**src/rtl/svm_slice_ctrl.sv**
```systemverilog
`default_nettype none
// ============================================================================
// Module   : svm_slice_ctrl
// Brief    : Pixel-stream sequencer and drain controller for one row of SVM
//            slice accumulators (dvi/newblock/download, coef address, results).
// Revision : 1.0
// ============================================================================
module svm_slice_ctrl #(
    parameter int DWIDTH    = 8,
    parameter int BLOCKSIZE = 32,
    parameter int WINCOLS   = 8,
    parameter int WPI       = 40,
    parameter int CAW       = $clog2(WINCOLS * BLOCKSIZE)
) (
    input  logic              clk,
    input  logic              reset_n,
    input  logic              enable,
    input  logic              fv_in,
    input  logic              dv_in,
    input  logic [DWIDTH-1:0] data_in,
    output logic [CAW-1:0]    coef_addr,
    output logic [DWIDTH-1:0] data_out,
    output logic              dvi,
    output logic              newblock,
    output logic              download,
    input  logic [31:0]       regin,
    output logic              res_dv,
    output logic [15:0]       res_idx,
    output logic [31:0]       res_data,
    output logic              busy,
    output logic              frame_drop
);

    localparam int c_pxw = (BLOCKSIZE > 1) ? $clog2(BLOCKSIZE) : 1;
    localparam int c_bkw = (WINCOLS > 1) ? $clog2(WINCOLS) : 1;
    localparam int c_dcw = (WPI > 1) ? $clog2(WPI) : 1;
    localparam logic [c_pxw-1:0] c_px_last = c_pxw'(BLOCKSIZE - 1);
    localparam logic [c_bkw-1:0] c_bk_last = c_bkw'(WINCOLS - 1);
    localparam logic [c_dcw-1:0] c_dc_last = c_dcw'(WPI - 1);

    typedef enum logic [1:0] {
        S_IDLE  = 2'd0,
        S_RUN   = 2'd1,
        S_DRAIN = 2'd2
    } state_t;

    state_t             r_state;
    state_t             w_state_nxt;
    logic               r_fv_d;
    logic [c_pxw-1:0]   r_px;
    logic [c_bkw-1:0]   r_blk;
    logic [c_dcw-1:0]   r_dcnt;
    logic               w_rise;
    logic               w_start;
    logic               w_pix;
    logic               w_drop;
    logic               w_px_last;
    logic               w_bk_last;
    logic               w_dc_last;

    // A pixel arriving on the very cycle the frame is accepted is counted.
    assign w_rise    = fv_in && !r_fv_d;
    assign w_start   = (r_state == S_IDLE) && w_rise && enable;
    assign w_pix     = fv_in && dv_in && ((r_state == S_RUN) || w_start);
    assign w_drop    = (r_state == S_DRAIN) && w_rise;
    assign w_px_last = (r_px == c_px_last);
    assign w_bk_last = (r_blk == c_bk_last);
    assign w_dc_last = (r_dcnt == c_dc_last);

    always_comb begin
        w_state_nxt = r_state;
        download    = 1'b0;
        busy        = 1'b0;
        case (r_state)
            S_IDLE: begin
                if (w_start) w_state_nxt = S_RUN;
            end
            S_RUN: begin
                busy = 1'b1;
                if (!fv_in) w_state_nxt = S_DRAIN;
            end
            S_DRAIN: begin
                busy     = 1'b1;
                download = 1'b1;
                if (w_dc_last) w_state_nxt = S_IDLE;
            end
            default: w_state_nxt = S_IDLE;
        endcase
    end

    always_ff @(posedge clk or negedge reset_n) begin
        if (!reset_n) begin
            r_state    <= S_IDLE;
            r_fv_d     <= 1'b0;
            r_px       <= '0;
            r_blk      <= '0;
            r_dcnt     <= '0;
            coef_addr  <= '0;
            data_out   <= '0;
            dvi        <= 1'b0;
            newblock   <= 1'b0;
            res_dv     <= 1'b0;
            res_idx    <= '0;
            res_data   <= '0;
            frame_drop <= 1'b0;
        end else begin
            r_state    <= w_state_nxt;
            r_fv_d     <= fv_in;
            dvi        <= w_pix;
            newblock   <= w_pix && w_px_last;
            frame_drop <= w_drop;
            res_dv     <= download;

            if (dv_in) data_out <= data_in;

            if (download) begin
                res_idx  <= 16'(r_dcnt);
                res_data <= regin;
                r_dcnt   <= w_dc_last ? '0 : r_dcnt + 1'b1;
            end

            // Counters are parked at zero during the drain so the next frame starts at address 0.
            if (w_pix) begin
                coef_addr <= CAW'(r_blk) * CAW'(BLOCKSIZE) + CAW'(r_px);
                r_px      <= w_px_last ? '0 : r_px + 1'b1;
                if (w_px_last) r_blk <= w_bk_last ? '0 : r_blk + 1'b1;
            end else if (r_state == S_DRAIN) begin
                r_px  <= '0;
                r_blk <= '0;
            end
        end
    end

endmodule
`default_nettype wire

```
**config.mk**
```make
export PLATFORM = sky130hd
export DESIGN_NAME = svm_slice_ctrl
export DESIGN_NICKNAME = d
export VERILOG_FILES = /design/src/rtl/svm_slice_ctrl.sv
export SDC_FILE = /design/constraint.sdc
export NUM_CORES = 1
export LEC_CHECK = 0
export CAP_MARGIN = 20
export CORE_AREA = 2 2 96 80
export DETAILED_ROUTE_END_ITERATION = 8
export DIE_AREA = 0 0 98 82
export DONT_BUFFER_PORTS = 1
export SLEW_MARGIN = 10
export SYNTH_ARGS = -nofsm -noshare
export SYNTH_HDL_FRONTEND = slang
export SYNTH_SLANG_ARGS = --single-unit
```
**constraint.sdc**
```tcl
create_clock -name clk -period 2.4 [get_ports clk]
set_clock_uncertainty 0.1 [all_clocks]
set_input_delay 0.48 -clock clk [delete_from_list [all_inputs] [get_ports clk]]
set_output_delay 0.48 -clock clk [all_outputs]
set_load 0.005 [all_outputs]
```
# Yosys cells after proc, flatten, opt, wreduce, memory -nomap -nowiden
# Cells that the tools add are included.
[classes] n_mul=0 reduce_logical=14 n_div=0 n_eq_ne=9 addsub=4 order_cmp=0 mux=14 shifts=0 bitwise=0
[ops] cell="$mux 5" count=3
[ops] cell="$mux 3" count=4
[ops] cell="$add 8x5->8" count=1
[ops] cell="$logic_and 1x1->1" count=7
[ops] cell="$add 6x1->6 const B" count=1
[ops] cell="$eq 6x6->1 const B" count=1
[ops] cell="$mux 2" count=3
[ops] cell="$mux 6" count=1
[ops] cell="$ne 2x2->1 const B" count=3
[ops] cell="$pmux 2 s3" count=1
[ops] cell="$add 5x1->5 const B" count=1
[ops] cell="$eq 5x5->1 const B" count=1
[ops] cell="$add 3x1->3 const B" count=1
[ops] cell="$eq 3x3->1 const B" count=1
[ops] cell="$reduce_and 3->1" count=1
[ops] cell="$eq 2x1->1 const B" count=1
[ops] cell="$eq 2x2->1 const B" count=1
[ops] cell="$logic_not 2->1" count=1
[ops] cell="$mux 1" count=2
[ops] cell="$ne 2x1->1 const B" count=1
[ops] cell="$reduce_and 2->1" count=1
[ops] cell="$reduce_bool 2->1" count=1
[ops] cell="$reduce_or 2->1" count=1
[ops] cell="$logic_not 1->1" count=1
[ops] cell="$logic_or 1x1->1" count=1
[totals] ramBits=0 input_bits=45 latchBits=0 romBits=0 n_memories=0 ff_bits=75

# Longest topological paths before layout
[logic_depth] word_depth=8 ltp_mapped=8 depth_no_buf=7

# Least setup slack after synthesis
# Ideal clock, no wire load.
[synth_path] kind="register -> register" from="register r_state[0]" to="register res_data[10]" t_arrival_ns=1.471 slack_ns=0.704 t_required_ns=2.175 n_path_buf=2 path_stages_with_launch=6 period_less_slack_ns=1.696 cell_sequence="dfrtp_1 -> inv_1 -> ha_1 -> buf_2 -> buf_2 -> mux2_2"
[synth_via] elab_chain_cells=2
[synth_lines] item="start, declared" line="47" text="state_t r_state;"
[synth_lines] item="start signal, assigned" line="107" text="r_state <= w_state_nxt;"
[synth_lines] item="$eq 2x2->1" line="74" text="case (r_state)"
[synth_lines] item="$mux 1" line="74"
[synth_lines] item="net download" line="25" text="output logic download,"
[synth_lines] item="end signal, assigned" line="118" text="res_data <= regin;"
[synth_lines] item="end, declared" line="29" text="output logic [31:0] res_data,"
# The timed path passes the listed nets, and every way through them passes these cells.
# A chain may end at the register's enable or synchronous reset.

# Worst setup path after layout
[layout_path] from="register r_state[0]" to="register res_data[6]"
[layout_via] elab_chain_cells=2
[layout_lines] item="$eq 2x2->1" line="74"
[layout_lines] item="$mux 1" line="74"
# Every way passes these cells.

==> metrics.md <==
| Metric | Value |
|---|---|
| Largest net degree at the start of global routing | `76` |
| Setup crit start kind | `register` |
| FF-to-FF path depth | `4` |
| Most used flip-flop cell after synthesis | `sky130_fd_sc_hd__dfrtp_1` |
| Signed area change from the synthesized netlist to the final layout | `10.3%` |
| Total vias in the final route | `approximately 1700` |
| Maximum resistive drop on vdd | `a little under 0.6 mV` |
| H-tree lvl count | `3` |
| Half-perimeter wire length of the detailed placement result | `between 3000 and 4000 um` |
| Warnings, synthesis | `0` |
| Cell Area, Synth | `~0.0031 mm^2` |
| Drt total wl | `between 5000 and 6000 um` |
| Detailed-route DRC error count | `0` |
| TritonCTS clock tree | `done` |
| Post-synthesis instance total | `~230` |
| Overall global routing resource usage | `between 10 and 15%` |
| Setup TNS | `0 ns` |
| Row count | `28` |
| Final weighted congestion of routability-driven global placement | `0.719` |
| EDFF count, synth | `0` |
| Count of port buffers added during placement | `0` |
| I/O pin total | `between 100 and 150` |
| Clock input transition at the sequential cells of the worst setup and hold paths | `about 0.07 ns` |
| Leading cell type in the layout, fill and taps excluded | `sky130_fd_sc_hd__dfrtp_1` |
| TritonCTS buffer count | `9` |
| Total leakage power | `1.60 nW` |
| Global-route wire length before repair | `approximately 8300 um` |
| Post-synthesis cell type count | `32` |
| R2r startpoint | `r_state[0]$_DFFE_PN0P_` |
| Reg2Reg Capture Point | `res_data[6]$_DFFE_PN0P_` |
| Global-route track usage on met3 | `slightly above 8%` |
| Initial standard-cell utilization of the core | `43.7%` |
| Congestion Overflow GR | `0` |
| Number of max-slew violations in the final report | `0` |
| CTS Buffer Depth | `2` |
| Core region area | `about 0.007 mm^2` |
| R2r setup slk | `0.55 ns` |
| Cells on Worst Hold Path | `0` |
| Critical setup path kind | `register to register` |
| Data arrival time of the critical path | `1.98 ns` |
| Flip-flop and latch count after synthesis | `75` |
| Final design utilization | `48.2%` |
| Worst endpoint required time | `roughly 2.5 ns` |
| Initial antenna violation count | `0` |
| Initial drt markers | `74` |
| Vias in the first global route | `about 1800` |
| Largest fanout on the critical path | `20` |
| Post-layout minimum cycle time | `between 1.5 and 2 ns` |
| Final-stage net count | `293` |
| Number of maximum-capacitance constraint violations | `0` |
| CP endpoint kind | `register` |
| Setup Viol. Count Final | `0` |
| Y dimension of the die | `82 um` |
| Per-instance average area after synthesis | `approximately 13 um^2` |
| Number of inserted diodes | `0` |
| Mean routed wirelength per cell | `between 15 and 20 um` |
| Upper clock frequency limit | `541 MHz` |
| Power Density | `roughly 1200 mW/mm^2` |
| Remaining number of nets flagged by the antenna check after routing | `0` |
| Detail-routed via count per cell | `around 5.2` |
| Worst hold path endpoint | `r_fv_d$_DFF_PN0_` |
| Routing usage on met1 | `15.9%` |
| Die area | `approximately 0.008 mm^2` |
| Clock Root Buffer | `sky130_fd_sc_hd__clkbuf_8` |
| Status | `finished clean` |
| Postcts setup bufs | `0` |
| Die outline width | `98 um` |
| First-pass iteration count of the detailed router | `4` |
| RSZ-0062 raised after global routing | `false` |
| Final-report hold violation count | `0` |
| Clock net sink count | `75` |
| GR Util met2 | `20.5%` |
| Sequential-to-total area share from yosys stat | `approximately three fifths` |
| Final period utilization | `77.0%` |
| Worst hold-check path type | `input port to register` |
| GRT busiest layer | `met2` |
| Top library cells by usage in the layout, fill and taps aside | `75 x sky130_fd_sc_hd__dfrtp_1, 48 x sky130_fd_sc_hd__mux2_2, 34 x sky130_fd_sc_hd__nand2_1, 11 x sky130_fd_sc_hd__clkbuf_8, 10 x sky130_fd_sc_hd__conb_1` |
| Share of async-settable or async-resettable flops after synthesis | `between 90% and 100%` |
| Layout cells sized above 1 | `28.7%` |
| Origin of the worst min-delay path | `fv_in` |
| Source-to-sink clock delay at the later pin of the worst-skew pair | `between 0.3 and 0.4 ns` |
-- worst max path at each step --
stage	start	endpoint	slack (ns)	cells after the start
4_1_cts	r_state[0]$_DFFE_PN0P_	download	0.54	2
6_report	r_state[0]$_DFFE_PN0P_	res_data[6]$_DFFE_PN0P_	0.55	4
2_1_floorplan	r_state[0]$_DFFE_PN0P_	res_data[10]$_DFFE_PN0P_	0.70	5
3_5_place_dp	r_state[0]$_DFFE_PN0P_	res_data[6]$_DFFE_PN0P_	0.56	4
5_1_grt	r_state[0]$_DFFE_PN0P_	r_state[1]$_DFFE_PN0P_	0.41	5
3_3_place_gp	r_state[0]$_DFFE_PN0P_	res_data[10]$_DFFE_PN0P_	0.59	4
-- critical path, stage by stage, from the launching register on --
cell                      delay [ns]
sky130_fd_sc_hd__dfrtp_1        0.41
sky130_fd_sc_hd__inv_1          0.09
sky130_fd_sc_hd__ha_2           0.41
sky130_fd_sc_hd__buf_4          0.34
sky130_fd_sc_hd__mux2_2         0.37
-- where the power goes --
part           switching [W]  leakage [nW]  internal [W]
Combinational       0.000426         0.550      0.000575
Sequential          0.000341         0.940       0.00170
Clock               0.000444         0.113      0.000641
-- through the flow --
| step | worst slack (ns) | hold WS, ns | cells | area (um^2) | total power (W) |
|---|---|---|---|---|---|
| floorplan | 0.704 | 0.0844 | 241 | 3140 | 0.00285 |
| global placement | 0.589 | 0.0859 | 316 | 3160 | 0.00304 |
| detailed placement | 0.561 | 0.0863 | 316 | 3160 | 0.00306 |
| CTS | 0.537 | 0.0402 | 334 | 3430 | 0.00420 |
| global route | 0.408 | 0.0343 | 334 | 3430 | 0.00441 |
| finish | 0.553 | 0.0603 | 334 | 3430 | 0.00413 |
-- cells by family (layout without fill, tap and decap cells) --
kind of cell | Yosys count | count (layout) | synth area share, %
other cells | 1 | 10 | 0.121
fa+ha+maj | 9 | 9 | 3.62
xor+xnor | 2 | 2 | 0.564
simple gates | 58 | 58 | 9.10
compound gates | 15 | 15 | 4.07
flops | 75 | 75 | 60.4
mux | 49 | 49 | 17.7
buf+inv | 23 | 26 | 4.39
-- layout make-up --
class / instances / area (um^2)
fillers: 609 / 3690
flip-flops and latches: 75 / 1880
multi-input cells: 143 / 1130
clock buffers: 12 / 155
well taps: 90 / 113
clock inverters: 4 / 72.6
repair buffers: 5 / 60.1
inverters: 5 / 18.8
-- per-layer routing --
metal | share of wire [%] | vias up
li1 | - | 798
met1 | 43 | 833
met2 | 45 | 95
met3 | 12 | 4
met4 | 0.66 | 0
met5 | 0 | -
-- cells in the mapped netlist (3+ instances only) --
cell type,count,area [um^2]
sky130_fd_sc_hd__dfrtp_1,75,1880
sky130_fd_sc_hd__nor2_1,4,15.0
sky130_fd_sc_hd__a22o_1,4,35.0
sky130_fd_sc_hd__buf_4,11,82.6
sky130_fd_sc_hd__buf_2,7,35.0
sky130_fd_sc_hd__nor4b_1,3,26.3
sky130_fd_sc_hd__inv_1,4,15.0
sky130_fd_sc_hd__nand4_1,3,18.8
sky130_fd_sc_hd__ha_1,9,113
sky130_fd_sc_hd__mux2_2,48,541
sky130_fd_sc_hd__nand2_1,34,128
sky130_fd_sc_hd__nand3b_1,4,30.0
-- sequential cells by signal (all words and copies together), names as in the netlist --
signal	cells
coef_addr	8
data_out	8
dvi	1
frame_drop	1
newblock	1
r_blk	3
r_dcnt	6
r_fv_d	1
r_px	5
r_state	2
res_data	32
res_dv	1
res_idx	6
-- what timing repair did --
item / 4_1_cts / 5_1_grt
resized for setup: 0 / 0
endpoints found under the hold margin: 75 / 0
hold buffers: 2 / 0
Power figures use the tool's default switching activity.
